$ cat config.mk
export PLATFORM = sky130hd
export DESIGN_NAME = num_to_digits
export DESIGN_NICKNAME = d
export VERILOG_FILES = /design/src/rtl/num_to_digits_pkg.sv /design/src/rtl/num_to_digits_div_algo.sv /design/src/rtl/num_to_digits.sv
export SDC_FILE = /design/constraint.sdc
export NUM_CORES = 1
export LEC_CHECK = 0
export ABC_AREA = 1
export CELL_PAD_IN_SITES_DETAIL_PLACEMENT = 1
export CELL_PAD_IN_SITES_GLOBAL_PLACEMENT = 2
export CORE_MARGIN = 2
export CORE_UTILIZATION = 35
export CTS_CLUSTER_DIAMETER = 80
export CTS_CLUSTER_SIZE = 12
export DETAILED_ROUTE_END_ITERATION = 10
export GPL_ROUTABILITY_DRIVEN = 0
export PLACE_DENSITY = 0.93
export SETUP_SLACK_MARGIN = 0.1
export SYNTH_ARGS = -nofsm -noshare
export SYNTH_HDL_FRONTEND = slang
export SYNTH_HIERARCHICAL = 1
export SYNTH_SLANG_ARGS = --single-unit
export TNS_END_PERCENT = 50
$ cat constraint.sdc
create_clock -name clk -period 53.6 [get_ports clk]
set_clock_uncertainty 0.1 [all_clocks]
set_input_delay 5.36 -clock clk [delete_from_list [all_inputs] [get_ports clk]]
set_output_delay 5.36 -clock clk [all_outputs]
set_load 0.02 [all_outputs]
$ cat src/rtl/num_to_digits_pkg.sv
// Shared types and defaults for the digit extractor: state encoding, digit width,
// and the default radix and digit count.
package num_to_digits_pkg;

  typedef enum logic [1:0] {
    IDLE   = 2'd0,
    DIVIDE = 2'd1,
    DONE   = 2'd2
  } state_t;

  localparam int DIGIT_W   = 4;
  localparam int BASE_DEF  = 10;
  localparam int NDIG_DEF  = 5;

endpackage

$ cat src/rtl/num_to_digits_div_algo.sv
// Combinational unsigned divider: q = n / d, r = n % d in the same cycle.
// Zero latency; no flow control, and the caller guarantees d != 0.
module div_algo #(
  parameter int WIDTH = 16
) (
  input  logic [WIDTH-1:0] n,
  input  logic [WIDTH-1:0] d,
  output logic [WIDTH-1:0] q,
  output logic [WIDTH-1:0] r
);

  assign q = n / d;
  assign r = n % d;

endmodule

$ cat src/rtl/num_to_digits.sv
// Splits a number into BASE digits with one division per clock; done pulses d+1 cycles after start.
// No backpressure: start is taken only in IDLE, and results hold until the next accepted start.
module num_to_digits
  import num_to_digits_pkg::*;
#(
  parameter int WIDTH = 16,
  parameter int BASE  = BASE_DEF,
  parameter int NDIG  = NDIG_DEF
) (
  input  logic                    clk,
  input  logic                    rst,
  input  logic                    start,
  input  logic [WIDTH-1:0]        num,
  output logic                    busy,
  output logic                    done,
  output logic [DIGIT_W*NDIG-1:0] digits,
  output logic [2:0]              ndigits
);

  state_t           state;
  logic [WIDTH-1:0] work;
  logic [2:0]       idx;
  logic [WIDTH-1:0] q;
  logic [WIDTH-1:0] r;
  logic             rem_hi_unused;

  div_algo #(.WIDTH(WIDTH)) u_div (
    .n (work),
    .d (WIDTH'(BASE)),
    .q (q),
    .r (r)
  );

  // The remainder is always below BASE (at most 16), so only the low digit bits carry information.
  assign rem_hi_unused = &{1'b0, r[WIDTH-1:DIGIT_W]};

  always_ff @(posedge clk or posedge rst) begin
    if (rst) begin
      state   <= IDLE;
      work    <= '0;
      idx     <= '0;
      digits  <= '0;
      ndigits <= '0;
      done    <= 1'b0;
      busy    <= 1'b0;
    end else begin
      done <= 1'b0;
      case (state)
        IDLE: begin
          if (start) begin
            work   <= num;
            digits <= '0;
            idx    <= '0;
            busy   <= 1'b1;
            state  <= DIVIDE;
          end
        end
        DIVIDE: begin
          for (int i = 0; i < NDIG; i++) begin
            if (idx == 3'(i)) digits[DIGIT_W*i +: DIGIT_W] <= r[DIGIT_W-1:0];
          end
          work    <= q;
          ndigits <= idx + 3'd1;
          idx     <= idx + 3'd1;
          // Stop on the last significant digit, or when the digit field is full.
          if (q == '0 || idx == 3'(NDIG - 1)) begin
            busy  <= 1'b0;
            done  <= 1'b1;
            state <= DONE;
          end
        end
        DONE: begin
          state <= IDLE;
        end
        default: begin
          busy  <= 1'b0;
          state <= IDLE;
        end
      endcase
    end
  end

endmodule

==> impl_summary.log, run 1 <==
[metrics] final-report hold violation count: 0
[metrics] I/O pin total: 44
[metrics] HPWL after detailed placement: 24.3 mm
[metrics] delay of the slowest critical-path stage: 500 ps
[metrics] Critical Path Sink Type: flop
[metrics] area growth from synthesis to layout: 9.54%
[metrics] clock input transition at the sequential cells of the worst setup and hold paths: 60 ps
[metrics] number of global-route vias before repair: 10100
[metrics] first-pass GRT wire length: 49.9 mm
[metrics] number of port buffers: 43
[metrics] critical-path maximum fanout: 20
[metrics] DRC Markers: 0
[metrics] final wirelength: 29.6 mm
[metrics] Core Area: 27000 um^2
[metrics] global-route total usage across every layer: 0.212
[metrics] initial drt markers: 321
[metrics] antenna violations before repair: 3
[metrics] height of the chip: 170 um
[metrics] n_diodes: 0
[metrics] dpl cell area: 10400 um^2
[metrics] Final WS setup: 29200 ps
[metrics] count of final setup violators: 0
[metrics] count of yosys warnings during synthesis: 6
[metrics] routed metal-1 wirelength: 14.1 mm
[metrics] netlist area before placement: 9630 um^2
[metrics] R2R depth: 163
[metrics] Pre-antenna DRT Iters: 5
[metrics] Worst path slowest cell: inv_1
[metrics] cell leakage power: 0.00558 uW
[metrics] CTS root buffer: clkbuf_16
[metrics] overall via count from detail_route: 9502
[metrics] share of the cycle needed by the critical path after routing: 0.455
[metrics] arrival time of data at the critical path endpoint: 24490 ps
[metrics] clock tree from TritonCTS: yes
[metrics] final-report max-slew violation count: 0
[metrics] Max Cap Viol: 0
[metrics] DR vias/cell: 5.14
[metrics] Layout Nets: 1668
[metrics] post-route core utilization: 0.391
[metrics] kind of start point of the critical path: flop
[metrics] buffers and inverters on the worst path: 15
[metrics] pin count of the biggest net entering global routing: 47
[metrics] total negative setup slack: 0 ps
[metrics] mean routed wirelength per cell: 16.0 um
[metrics] RSZ-0062 raised after global routing: false
[metrics] CP Depth: 163
[metrics] cell family with most CP delay: simple AND/OR/NAND/NOR gates
[metrics] classification of the worst-slack hold path: flop to flop
[metrics] Avg Inst Size Synth: 6.64 um^2
[metrics] Inserted Clock Buffers: 5
[metrics] power density normalized to cell area: 64.9 nW/um^2
[metrics] total non-filler cell area in the finished layout: 10500 um^2
[metrics] highest layer used for signal routing: met5
[metrics] later-pin clock latency in the skew report: 290 ps
[metrics] clock sinks: 46
[metrics] Post CTS Setup Buffer Count: 0
[metrics] wire length on met3: 851 um
[metrics] number of buffers on the longest clock path: 2
[metrics] CP most frequent cell: nand2_1
[metrics] H-tree level count: 2
[metrics] num rows: 60
[metrics] initial core utilization: 0.357
[metrics] hold_ws: 395 ps
[metrics] status: finished, final reports clean
[metrics] chip width: 170 um
[metrics] class of the most critical setup path: flop to flop
[metrics] critical path required time: 53690 ps
[metrics] number of cells on the worst hold path: 2
[metrics] pin slew with the least headroom to its limit: 975 ps
[metrics] worst supply voltage drop on vdd: 0.0329 mV
[metrics] CTS-repair resized insts: 0
[metrics] global-route congestion overflow total: 0
[metrics] headroom to the max-slew limit: 0.349
[metrics] sum of met2 wire segment lengths after detailed routing: 14.2 mm
[metrics] remaining antenna violation count: 0
[metrics] maximum frequency from static timing analysis: 41.0 MHz
[metrics] worst-case setup slack after placement: 29260 ps
[metrics] clock period minus worst slack: 24400 ps
[metrics] cell count after synthesis: 1450
[metrics] Die ar.: 28800 um^2
[metrics] fraction of layout instances using a drive strength above 1: 0.145
[metrics] # hold bufs at CTS: 0
[sequential cells by signal (all words and copies together), names as in the netlist]
name and flops:
digits 20, work 16, idx 3, ndigits 3, state 2, busy 1
done 1
[through the flow]
step	cells	power (uW)
after floorplan	1489	532
final	1847	684
after global placement	1840	629
after global routing	1847	771
after CTS	1847	683
after detailed placement	1840	649
[per-layer routing]
layer	up-vias	track usage
met5	-	0
met4	2	0.0435
met3	32	0.0228
met2	126	0.380
met1	4497	0.274
li1	4845	-
[power by group]
part	leakage (uW)	total [uW]	internal, uW	switching (uW)
registers	0.000566	66.0	51.4	14.6
clock network	0.0000640	30.0	17.1	12.9
logic	0.00495	588	227	361
total	0.00558	684	296	389
[worst register-to-register path, delay by kind of cell, from the launching register on]
family	cells	cell delay (ps)
compound gates	35	6140
fa+ha+maj	13	4020
buf+inv	15	2440
simple gates	99	11090
flops	1	420
xor+xnor	1	130
[cell type report]
class,count,area [um^2]
clock buffer,7,133
fill,3529,16400
inverter,188,711
multi-input combinational,1221,7690
sequential,46,1150
tap,341,427
timing repair buffer,44,438
[worst paths after layout]
kind	start	endpoint	slack (ps)
worst max-delay path	work[14]	digits[13]	29200
worst min-delay path	digits[17]	digits[17]	390
worst max register to register	work[14]	digits[13]	29200
worst min register to register	digits[17]	digits[17]	390
max in group asynchronous	rst	work[3]	47280
min in group asynchronous	rst	digits[6]	5520
[layout by cell type, fill, tap and decap left out, types with 5 or more instances in the layout]
cell / count
nand2_1: 350
inv_1: 168
ha_1: 142
a21oi_1: 111
nor2_1: 102
nand3_1: 71
nand3_2: 48
dfrtp_1: 46
clkdlybuf4s50_1: 43
conb_1: 41
nand2_2: 40
o21ai_0: 39
xor2_1: 36
or2_2: 34
o21ai_2: 27
xnor2_1: 19
inv_2: 17
o21ai_1: 17
and2_1: 16
nand2_4: 12
nor3_1: 12
nand4_1: 8
o21bai_1: 7
a21oi_2: 6
nor2_2: 6
clkbuf_16: 5
o211ai_1: 5
a21o_1: 5
a21boi_1: 5
(Power assumes the default switching activity.)
==> inputs of run 2 (changes only) <==
clock period = 22.7 ns   (was 53.6 ns; I/O delays follow)
==> run 2 against run 1 <==
Effect of this change: register-to-register slack got worse by 28000 ps; worst setup slack worse by 28000 ps; non-clock buffer count grew 52; power grew to 2.7 times the previous value; via count rose by 3.7%; fmax grew 15%; final area increased by 9.7%; die area did not move; clock-buffer cell count fell by 2; critical path depth is 3 lower; flip-flop and latch count is the same; largest power group unchanged.
==> impl_summary.log, run 2 (synthesized netlist as in run 1, its figures left out) <==
[metrics] final-report max-slew violation count: 0 (unchanged)
[metrics] number of global-route vias before repair: 10100 (+0.76%)
[metrics] power density normalized to cell area: 159 nW/um^2 (+140%)
[metrics] proportion of power drawn by the clock network: 0.046 (+0.002)
[metrics] later-pin clock latency in the skew report: 290 ps (about the same)
[metrics] Pre-antenna DRT Iters: 4 (-1)
[metrics] num rows: 60 (unchanged)
[metrics] count of final setup violators: 0 (unchanged)
[metrics] Inserted Clock Buffers: 5 (unchanged)
[metrics] sum of internal, switching and leakage power: 1830 uW (+170%)
[metrics] delay of the slowest critical-path stage: 420 ps (-80 ps)
[metrics] cell internal power dissipation: 812 uW (+170%)
[metrics] pin count of the biggest net entering global routing: 47 (unchanged)
[metrics] DR vias/cell: 5.18 (+0.73%)
[metrics] chip width: 170 um (unchanged)
[metrics] height of the chip: 170 um (unchanged)
[metrics] critical-path maximum fanout: 18 (-10%)
[metrics] Layout Nets: 1721 (+3.2%)
[metrics] Core Area: 27000 um^2 (unchanged)
[metrics] register name with the most flops: digits
[metrics] n_diodes: 0 (unchanged)
[metrics] mean routed wirelength per cell: 16.6 um (+3.7%)
[metrics] overall via count from detail_route: 9851 (+3.7%)
[metrics] number of port buffers: 43 (unchanged)
[metrics] Die ar.: 28800 um^2 (unchanged)
[metrics] headroom to the max-slew limit: 0.346 (-0.00340)
[metrics] arrival time of data at the critical path endpoint: 21330 ps (-3160 ps)
[metrics] Worst path slowest cell: dfrtp_1
[metrics] class of the most critical setup path: flop to flop
[metrics] clock input transition at the sequential cells of the worst setup and hold paths: 70 ps (about the same)
[metrics] power spent charging and discharging nets: 1020 uW (+160%)
[metrics] share of the cycle needed by the critical path after routing: 0.934 (+0.479)
[metrics] number of flip-flops in the largest register: 20 (unchanged)
[metrics] portion of total power attributed to sequential cells: 0.085 (-0.011)
[metrics] initial drt markers: 325 (+1.2%)
[metrics] number of buffers on the longest clock path: 2 (unchanged)
[metrics] Max Cap Viol: 0 (unchanged)
[metrics] maximum frequency from static timing analysis: 47.1 MHz (+15%)
[metrics] final-report hold violation count: 0 (unchanged)
[metrics] worst supply voltage drop on vdd: 0.0858 mV (+160%)
[metrics] status: finished, final reports clean
[metrics] clock sinks: 46 (unchanged)
[metrics] area growth from synthesis to layout: 20.2%
[metrics] classification of the worst-slack hold path: flop to flop
[metrics] Critical Path Sink Type: flop
[metrics] hold_ws: 400 ps (+5.37 ps)
[metrics] I/O pin total: 44 (unchanged)
[metrics] cell leakage power: 0.00595 uW (+6.5%)
[metrics] number of fill cells in the layout: 3454 (-2.1%)
[metrics] H-tree level count: 2 (unchanged)
[metrics] remaining antenna violation count: 0 (unchanged)
[metrics] clock period minus worst slack: 21210 ps (-3190 ps)
[metrics] clock tree from TritonCTS: yes
[metrics] commonest cells after routing, fill and taps aside: nand2_1, inv_1, ha_1, nor2_1, a21oi_1
[metrics] # hold bufs at CTS: 0 (unchanged)
[metrics] global-route congestion overflow total: 0 (unchanged)
[metrics] largest registers: digits: 20 flops, work: 16 flops
[metrics] fraction of layout instances using a drive strength above 1: 0.233 (+0.0879)
[metrics] final wirelength: 31.6 mm (+6.7%)
[metrics] Final WS setup: 1490 ps (-27710 ps)
[metrics] CTS root buffer: clkbuf_16
[metrics] critical path required time: 22820 ps (-30870 ps)
[metrics] HPWL after detailed placement: 24.7 mm (+1.3%)
[metrics] switching fraction of total power: 0.557 (-0.0105)
[metrics] DRC Markers: 0 (unchanged)
[metrics] CP most frequent cell: nand2_1
[metrics] first-pass GRT wire length: 50.4 mm (+1.0%)
[metrics] kind of start point of the critical path: flop
[metrics] leading cell type in the layout, fill and taps excluded: nand2_1
[metrics] antenna violations before repair: 1 (-2)
[metrics] pin slew with the least headroom to its limit: 980 ps (+5.09 ps)
[metrics] global-route total usage across every layer: 0.214 (+0.00211)
[metrics] initial core utilization: 0.357 (unchanged)
[metrics] proportion of power drawn by combinational gates: 0.869 (+0.009)
[metrics] worst-case setup slack after placement: -705 ps (-29960 ps)
## run 2: cell types whose count changed in the layout (fill, tap and decap cells not counted), moves of 15 or more
| cell | before | now |
|---|---|---|
| o21ai_0 | 39 | 24 |
| buf_4 | 1 | 49 |
| a21oi_1 | 111 | 95 |
| nand2_2 | 40 | 55 |
| a21oi_2 | 6 | 21 |
| nand2_1 | 350 | 333 |
## run 2: area by class of cell
| class | count | area (um^2) | share of cell area |
|---|---|---|---|
| Timing Repair Buffer | 96 | 847 | 0.0732 |
| Multi-Input combinational cell | 1222 | 8230 | 0.712 |
| Tap cell | 341 | 427 | 0.0369 |
| Clock buffer | 5 | 125 | 0.0108 |
| Inverter | 188 | 742 | 0.0641 |
| Clock inverter | 3 | 45.0 | 0.00389 |
| Sequential cell | 46 | 1150 | 0.0995 |
## run 2: path summary, 6_finish.rpt
kind | from | endpoint | slack (ps) | depth (start not counted)
min | digits[19] | digits[19] | 400 | 2
min in group asynchronous | rst | digits[6] | 2430 | 2
max reg2reg | work[14] | digits[5] | 1490 | 160
min reg2reg | digits[19] | digits[19] | 400 | 2
max | work[14] | digits[5] | 1490 | 160
max in group asynchronous | rst | work[3] | 19470 | 2
## run 2: power by group through the flow
stage | clock [uW] | combinational, uW | sequential [uW]
after detailed placement | 0 | 1390 | 156
after floorplan | 0 | 1090 | 169
after CTS | 86.2 | 1420 | 156
after global placement | 0 | 1340 | 154
after global routing | 88.5 | 1790 | 161
final | 84.2 | 1590 | 156
## run 2: worst max-delay path, delay by kind of cell, from the launching register on
kind                     cells  cell delay [ps]
AND/OR/NAND/NOR             94             9800
AO/OA/AOI/OAI               30             4600
buffers and inverters       22             2280
adder cells (fa/ha/maj)     13             3750
XOR/XNOR                     1              150
flip-flops                   1              420
## run 2: per-layer routing
layer  share of wire  routed length, um  vias to the layer above  track usage
met5               0                  0                        -            0
met4          0.0092                292                        0       0.0234
met3           0.023                725                       26       0.0228
met2            0.50              15900                      101        0.397
met1            0.46              14700                     4766        0.274
li1                -                  -                     4958            -
## run 2: repair_timing
item,CTS,global route
gates cloned,0,1
resized for setup,13,122
endpoints found under the hold margin,0,0
endpoints found under the setup margin,25,26
pin swaps,2,52
buffers inserted,3,38
## run 2: through the flow
step	setup TNS, ps	util	cell area (um^2)	std cells
detailed placement	-14260	0.389	10500	1851
global route	-2200	0.429	11600	1901
CTS	0	0.399	10700	1862
floorplan	0	-	9770	1489
global placement	-32.1	0.389	10500	1851
finish	0	0.429	11600	1901
